--- config.mk ---
export PLATFORM = sky130hd
export DESIGN_NAME = conv_result_writer
export DESIGN_NICKNAME = d
export VERILOG_FILES = /design/src/rtl/conv_result_writer.sv
export SDC_FILE = /design/constraint.sdc
export NUM_CORES = 1
export LEC_CHECK = 0
export CAP_MARGIN = 30
export CORE_ASPECT_RATIO = 1.25
export CORE_MARGIN = 3
export CORE_UTILIZATION = 44
export CTS_CLUSTER_DIAMETER = 100
export DETAILED_ROUTE_END_ITERATION = 6
export DONT_BUFFER_PORTS = 1
export GPL_ROUTABILITY_DRIVEN = 0
export GPL_TIMING_DRIVEN = 0
export HOLD_SLACK_MARGIN = 0.15
export PLACE_DENSITY = 0.69
export SLEW_MARGIN = 25
export SYNTH_ARGS = -nofsm -noshare
export SYNTH_HDL_FRONTEND = slang
export SYNTH_SLANG_ARGS = --single-unit
export TNS_END_PERCENT = 20
--- constraint.sdc ---
create_clock -name clk -period 4.1 [get_ports clk]
set_input_delay 0.41 -clock clk [delete_from_list [all_inputs] [get_ports clk]]
set_output_delay 0.41 -clock clk [all_outputs]
set_load 0.005 [all_outputs]
--- src/rtl/conv_result_writer.sv ---
// Channel-packed feature-map writer: turns the serial conv2 result stream
// (filter-major, raster within filter) into BRAM writes where each word holds
// PACK channel lanes of one pixel.
module conv_result_writer #(
  parameter int unsigned BITWIDTH = 8,
  parameter int unsigned PACK     = 6,
  parameter int unsigned WIDTH    = 10,
  parameter int unsigned HEIGHT   = 10,
  parameter int unsigned FILTERS  = 16,
  parameter int unsigned ADDR_W   = 10
) (
  input  logic                     clk,
  input  logic                     rst,
  input  logic                     start,
  input  logic                     in_valid,
  input  logic [BITWIDTH-1:0]      in_data,
  output logic                     in_ready,
  output logic [PACK-1:0]          wea,
  output logic [ADDR_W-1:0]        addra,
  output logic [PACK*BITWIDTH-1:0] dina,
  output logic                     ena,
  output logic                     busy,
  output logic                     done
);

  localparam int unsigned NPix  = WIDTH * HEIGHT;
  localparam int unsigned PixW  = (NPix > 1) ? $clog2(NPix) : 1;
  localparam int unsigned FiltW = $clog2(FILTERS + 1);
  localparam int unsigned LaneW = (PACK > 1) ? $clog2(PACK) : 1;

  localparam logic [PixW-1:0]   PixLast     = PixW'(NPix - 1);
  localparam logic [FiltW-1:0]  FiltLast    = FiltW'(FILTERS - 1);
  localparam logic [LaneW-1:0]  LaneLast    = LaneW'(PACK - 1);
  localparam logic [ADDR_W-1:0] GroupStride = ADDR_W'(NPix);

  typedef enum logic [1:0] {StIdle, StRun, StDone} state_e;

  state_e                    state_q, state_d;
  logic [PixW-1:0]           pixel_q, pixel_d;
  logic [FiltW-1:0]          filter_q, filter_d;
  logic [LaneW-1:0]          lane_q, lane_d;
  // base_q is group*WIDTH*HEIGHT, advanced by addition instead of multiplied
  logic [ADDR_W-1:0]         base_q, base_d;
  logic [PACK-1:0]           wea_q, wea_d;
  logic [ADDR_W-1:0]         addra_q, addra_d;
  logic [PACK*BITWIDTH-1:0]  dina_q, dina_d;
  logic                      ena_q, ena_d;
  logic                      busy_q, busy_d;
  logic                      done_q, done_d;
  logic                      last_beat;

  assign last_beat = (filter_q == FiltLast) && (pixel_q == PixLast);

  // Next-state: FSM, counter advance and the registered BRAM write port
  always_comb begin
    state_d  = state_q;
    pixel_d  = pixel_q;
    filter_d = filter_q;
    lane_d   = lane_q;
    base_d   = base_q;
    wea_d    = '0;
    ena_d    = 1'b0;
    addra_d  = addra_q;
    dina_d   = dina_q;
    busy_d   = busy_q;
    done_d   = 1'b0;

    unique case (state_q)
      StIdle: begin
        if (start) begin
          state_d  = StRun;
          pixel_d  = '0;
          filter_d = '0;
          lane_d   = '0;
          base_d   = '0;
          busy_d   = 1'b1;
        end
      end
      StRun: begin
        if (in_valid) begin
          wea_d   = PACK'(1) << lane_q;
          ena_d   = 1'b1;
          addra_d = base_q + ADDR_W'(pixel_q);
          dina_d  = '0;
          dina_d[lane_q*BITWIDTH +: BITWIDTH] = in_data;

          if (pixel_q == PixLast) begin
            pixel_d  = '0;
            filter_d = filter_q + 1'b1;
            if (lane_q == LaneLast) begin
              lane_d = '0;
              base_d = base_q + GroupStride;
            end else begin
              lane_d = lane_q + 1'b1;
            end
          end else begin
            pixel_d = pixel_q + 1'b1;
          end

          if (last_beat) begin
            state_d = StDone;
          end
        end
      end
      StDone: begin
        // Final write is on the port this cycle; report completion next cycle
        state_d = StIdle;
        busy_d  = 1'b0;
        done_d  = 1'b1;
      end
      default: begin
        state_d = StIdle;
      end
    endcase
  end

  // State and output registers with synchronous reset
  always_ff @(posedge clk) begin
    if (rst) begin
      state_q  <= StIdle;
      pixel_q  <= '0;
      filter_q <= '0;
      lane_q   <= '0;
      base_q   <= '0;
      wea_q    <= '0;
      addra_q  <= '0;
      dina_q   <= '0;
      ena_q    <= 1'b0;
      busy_q   <= 1'b0;
      done_q   <= 1'b0;
    end else begin
      state_q  <= state_d;
      pixel_q  <= pixel_d;
      filter_q <= filter_d;
      lane_q   <= lane_d;
      base_q   <= base_d;
      wea_q    <= wea_d;
      addra_q  <= addra_d;
      dina_q   <= dina_d;
      ena_q    <= ena_d;
      busy_q   <= busy_d;
      done_q   <= done_d;
    end
  end

  assign wea      = wea_q;
  assign addra    = addra_q;
  assign dina     = dina_q;
  assign ena      = ena_q;
  assign busy     = busy_q;
  assign in_ready = busy_q;
  assign done     = done_q;

endmodule
==> results by group, run 1 <==
Global route
  • Vias in the first global route: 3,239
  • Total Routing Usage GR: 0.212
  • Largest net degree at the start of global routing: 15
  • First-pass GRT wire length: 16.5 mm
  • Antenna violations before repair: 0
  • Total gr overflow: 0

Logic synthesis
  • FFs w/ async S/R, synth: 0
  • Post-synth top flop: dfxtp_1
  • Yosys top cell by area: dfxtp_1
  • Synth warn: 0
  • Largest family of logic cells by synthesized area: compound AO/OA/AOI/OAI gates
  • Synth Area in Adders: 0.0488
  • Avg Cell Area, Syn: 9.10 um2
  • XOR/XNOR share of the synthesized area: 0.0159
  • Cells after synthesis: between 400 and 500
  • Mapped cell area: 3850 um2
  • Simple logic cell fraction of the synthesized area: 0.205
  • Post-synthesis compound-gate area fraction: 0.212
  • Seq cells post-synth: 92
  • Post-synth EDFFs: 0
  • Share of the synthesized area in the top cell type: 0.479
  • Multiplexer share of the synthesized area: 0.00358
  • Post-synthesis sequential area ratio: 0.479
  • Syn nets: 450
  • Distinct cells, synth: 43
  • Area contributors post-synth: dfxtp_1, a22oi_1, nor2_1, ha_1, a21oi_1

Pwr
  • Pwr Density: about 380 nW/um2
  • Peak supply drop: 0.000300 V
  • Leak: 0.00147 uW

STA
  • Slew Viols, Final: 0
  • Sum Neg Setup Slack: 0 ps
  • Worst slew margin: 0.432
  • RSZ-0062 raised after global routing: false
  • Min cycle time layout: ~2800 ps
  • Max Clk Rate: 361 MHz
  • Fin. Hold Viols: 0
  • Final setup fails: 0
  • Crit share post-route: 0.675
  • Actual slew at the worst max-slew pin: 845 ps
  • Clock skew: 18.6 ps

Worst setup path
  • Worst Path Required: 4390 ps
  • Startpoint types: flop
  • Max stage delay on crit path: 610 ps
  • CP cell instances: inv_1 -> ha_1 -> ha_1 -> or4_1 -> nor4_2 -> a22oi_1 -> nor2_1
  • Crit-path slowest cell: nor4_2
  • Data arrival, critical path: 3060 ps
  • CP endpoint kind: flop
  • Most common cell on crit path: ha_1
  • Setup CP Type: reg2reg
  • CP Max Fanout: 10

Die
  • Chip Width: 89.7 um
  • Die H: between 100 and 150 um
  • Core region area: approximately 8400 um2
  • Initial Util: 0.459
  • Number of cell rows: 37
  • Die area: between 9000 and 10,000 um2
  • I/O pin count: 80

Clocking
  • # clock sinks: 92
  • # H-tree levels: 3
  • CTS Buffer Depth: 2
  • TritonCTS clock tree: done
  • Num CTS Buffers: 9
  • CTS root buf: clkbuf_8
  • Clock transition at path regs: ~90 ps
  • Worst-Skew Late Latency: between 300 and 400 ps
  • Post_cts resized: 0

Drt
  • First drt pass iteration count: 4
  • # DRC: 0
  • Via/cell ratio: 5.90
  • Initial drt markers: 230
  • WL/cell: 18.1 um
  • Post-route ant nets: 0
  • Routed wire length: 10.1 mm
  • Via count: around 3,300

Placement
  • Port Buffers: 0
  • Post-DP HPWL: 7.44 mm
  • Dpl cell area: 4010 um2

Flow run
  • MaxCap Viol Count: 0

Layout
  • Post-route cell area: 4190 um2
  • Layout area overhead: 8.94%
  • Most common cell after layout, fill and taps aside: dfxtp_1
  • Number of diodes: 0
  • Final net count: 464
  • Layout cell share with drive strength beyond 1: 0.0544
  • Commonest non-fill, non-tap cells in the layout: dfxtp_1, nor2_1, a22oi_1

Status
  • Outcome: finished clean

Hold path
  • Hold crit path type: in2reg
==> report_power, final <==
| group | switching, uW | internal, uW |
|---|---|---|
| registers | 14.4 | 907 |
| logic | 80.7 | 35.3 |
| clock network | 309 | 235 |
| total | 404 | 1180 |
==> stage by stage <==
stage	setup slack, ps	utilization	hold slack [ps]	total power, uW	cells
floorplan	1910	-	448	1020	423
global placement	1350	0.477	457	1050	540
detailed placement	1370	0.479	471	1060	541
CTS	1330	0.500	177	1590	557
global route	1030	0.500	177	1650	558
finish	1330	0.500	193	1580	558
==> routing by layer <==
layer  track usage  vias to the layer above  wire, um
met3        0.0896                       14       813
li1              -                     1602         -
met5             0                        -         0
met4        0.0705                        0       176
met2         0.344                      100      5080
met1         0.248                     1578      4010
==> layout make-up <==
| class | count | area, um2 |
|---|---|---|
| plain buffers | 24 | 97.6 |
| inverters | 10 | 37.5 |
| flip-flops and latches | 92 | 1840 |
| repair buffers | 3 | 18.8 |
| clock buffers | 12 | 145 |
| multi-input cells | 297 | 1880 |
| clock inverters | 3 | 21.3 |
| well taps | 117 | 146 |
| fillers | 833 | 4190 |
==> what timing repair did <==
item | 4_1_cts | 5_1_grt
buffers inserted | 0 | 0
hold buffers | 1 | 0
endpoints found under the hold margin | 1 | 0
==> registers in the layout, indices dropped and copies added, names as in the netlist <==
register and count:
dina 48, addra 10, base_q 8, pixel_q 7, wea 6, filter_q 5
lane_q 3, state_q 2, busy 1, done 1, ena 1
==> Yosys cell counts, types with 2 or more instances <==
master      n
a211oi_1    5
inv_1      10
nor3_1     12
nand2_1    19
xnor2_1     7
a21o_1      3
nor4b_1     4
and3_1      8
a211o_1     4
a22oi_1    46
o21a_1      3
nand4_1     3
nand4b_1    3
ha_1       15
clkbuf_1   20
dfxtp_1    92
nand2b_1    3
or3_1       3
a2111oi_0   2
nor4_1      6
nor2b_1     2
a311oi_1    3
buf_2       3
o31ai_1     9
and2_1      4
nor2_1     58
a31oi_1     2
nand3_1     7
a21oi_1    27
nand3b_1    2
or4_1      13
o21ai_0    14
==> worst paths after layout <==
path / startpoint / endpoint / slack (ps) / cells past startpoint
worst min-delay path: in_data[7] / dina[31] / 190 / 2
worst max register to register: lane_q[0] / dina[2] / 1330 / 7
worst max-delay path: lane_q[0] / dina[2] / 1330 / 7
worst min register to register: addra[5] / addra[5] / 480 / 2
==> cell families (layout without fill, tap and decap cells) <==
| group | Yosys count | count (layout) |
|---|---|---|
| AO/OA/AOI/OAI | 121 | 121 |
| XOR/XNOR | 7 | 7 |
| adder cells (fa/ha/maj) | 15 | 15 |
| buffers and inverters | 34 | 52 |
| flip-flops | 92 | 92 |
| multiplexers | 1 | 1 |
| other | 1 | 1 |
| AND/OR/NAND/NOR | 152 | 152 |
==> critical path: cells and delay by family (launching register included) <==
kind | cells | cell delay, ps
and+or+nand+nor | 3 | 1190
adders and majority gates | 2 | 650
DFF | 1 | 530
buffers and inverters | 1 | 170
AOI/OAI and AO/OA | 1 | 150
No activity file was read; power rests on OpenSTA's default activity.
==> run 2: changes to the inputs <==
clock period = 2.75 ns   (was 4.1 ns; I/O delays follow)
==> run 2 against run 1 <==
  * Sequential power increased by 49%
  * Combinational power increased by 76%
  * Flip-flop and latch count unchanged
  * Clock power increased by 49%
  * Register-to-register slack got worse by 1100 ps
==> results by group, run 2 (same netlist as run 1, synthesis figures left out) <==
Die
  • Die area: ~9900 um2
  • Initial Util: 0.459
  • Core region area: 8380 um2
  • Chip Width: 89.7 um
  • Number of cell rows: 37
  • I/O pin count: 80
  • Die H: ~110 um

Layout
  • Layout cell share with drive strength beyond 1: 0.0576
  • Final net count: 474
  • Number of diodes: 0
  • Post-route cell area: between 4000 and 5000 um2
  • # fillers: 818
  • Layout Cells excl Fill: around 570
  • Max FFs per register: 48
  • Commonest non-fill, non-tap cells in the layout: dfxtp_1, nor2_1, a22oi_1
  • Layout area overhead: 11.8%
  • Most common cell after layout, fill and taps aside: dfxtp_1

STA
  • Actual slew at the worst max-slew pin: 849 ps
  • Fin. Hold Viols: 0
  • Min cycle time layout: 2560 ps
  • Final WS setup: 187 ps
  • Final setup fails: 0
  • Clock skew: between 20 and 25 ps
  • Max Clk Rate: about 400 MHz
  • Crit share post-route: 0.932
  • Sum Neg Setup Slack: 0 ps
  • Worst slew margin: 0.428
  • RSZ-0062 raised after global routing: true
  • Slew Viols, Final: 0

Drt
  • # DRC: 0
  • WL/cell: 18.2 um
  • Via count: roughly 3,400
  • Routed wire length: 10.3 mm
  • Initial drt markers: 241
  • Post-route ant nets: 0
  • Via/cell ratio: approximately 5.9
  • First drt pass iteration count: 5

Placement
  • Port Buffers: 0
  • Post-DP HPWL: 7.44 mm
  • Dpl cell area: between 4000 and 5000 um2
  • Cells after DPL: 541
  • Post-Place Setup Slack: 21.5 ps

Pwr
  • Leak: 0.00151 uW
  • NetSw: 623 uW
  • Switching Fraction: 0.261
  • Sequential power share: 0.575
  • Pwr Density: 555 nW/um2
  • Peak supply drop: 0.000434 V
  • Clock share of power: 0.340
  • Comb pwr share: 0.085
  • Design internal power: around 1800 uW

Global route
  • Met1 Usage GRT: 0.251
  • Total Routing Usage GR: 0.217
  • Antenna violations before repair: 0
  • M2 GR Usage: 0.355
  • First-pass GRT wire length: between 15 and 20 mm
  • M3 GR Usage: 0.0881
  • GR peak layer: met2
  • Total gr overflow: 0
  • Largest net degree at the start of global routing: 15
  • Vias in the first global route: between 3,000 and 4,000

Clocking
  • Clock transition at path regs: 100 ps
  • CTS Buffer Depth: 2
  • Num CTS Buffers: 9
  • # H-tree levels: 3
  • TritonCTS clock tree: done
  • CTS root buf: clkbuf_8
  • Worst-Skew Late Latency: 370 ps
  • # clock sinks: 92

Worst setup path
  • R2R Setup Slk: 190 ps
  • Setup CP Type: reg2reg
  • CP Launch Point: lane_q[0]
  • Worst Path Required: 3040 ps
  • Cell family with most CP delay: simple AND/OR/NAND/NOR gates
  • RR Startpoint: lane_q[0]
  • Crit-path slowest cell: nor4_2
  • Max stage delay on crit path: 680 ps
  • Most common cell on crit path: ha_1
  • CP endpoint kind: flop
  • CP cell instances: inv_1 -> ha_1 -> ha_1 -> nand2b_1 -> nor4_2 -> a22oi_1 -> nor2_1
  • Startpoint types: flop
  • CP bufs+invs: 1
  • Data arrival, critical path: 2860 ps
  • CP Max Fanout: 10

Hold path
  • Hold crit path type: in2reg
  • Min-delay src: rst

Status
  • Outcome: finished clean

Flow run
  • MaxCap Viol Count: 0
[run 2: layer usage]
metal  up-vias  share of wire
li1       1619              -
met1      1608           0.40
met2       113           0.50
met3        21          0.077
met4         0          0.022
met5         -              0
[run 2: power by group through the flow]
stage / sequential [uW] / combinational [uW] / clock, uW
2_1_floorplan: 1400 / 126 / 0
3_3_place_gp: 1400 / 165 / 0
3_5_place_dp: 1400 / 171 / 0
4_1_cts: 1370 / 201 / 823
5_1_grt: 1380 / 226 / 891
6_report: 1370 / 204 / 812
[run 2: layout make-up]
class / instances / area (um2) / share of cell area
multi-input cells: 297 / 1900 / 0.441
flip-flops and latches: 92 / 1840 / 0.428
well taps: 117 / 146 / 0.0340
clock buffers: 12 / 145 / 0.0337
repair buffers: 13 / 116 / 0.0270
plain buffers: 24 / 97.6 / 0.0227
inverters: 10 / 37.5 / 0.00872
clock inverters: 3 / 21.3 / 0.00494
[run 2: path summary, 6_finish.rpt]
kind,end,depth (start not counted)
setup / recovery,dina[19],7
hold / removal,done,2
setup reg to reg,dina[19],7
hold reg to reg,addra[5],2
[run 2: metrics by stage]
| stage | utilization | hold slack [ps] | total power, uW |
|---|---|---|---|
| finish | 0.514 | 211 | 2390 |
| global route | 0.514 | 187 | 2490 |
| CTS | 0.512 | 186 | 2400 |
| detailed placement | 0.479 | 373 | 1580 |
| global placement | 0.477 | 372 | 1570 |
| floorplan | - | 363 | 1520 |
[run 2: repair_timing]
| item | 4_1_cts | 5_1_grt |
|---|---|---|
| endpoints found under the hold margin | 55 | 0 |
| endpoints found under the setup margin | 4 | 22 |
| pin swaps | 0 | 1 |
| setup buffers | 0 | 1 |
| hold buffers | 10 | 0 |
| gates resized for setup | 1 | 1 |
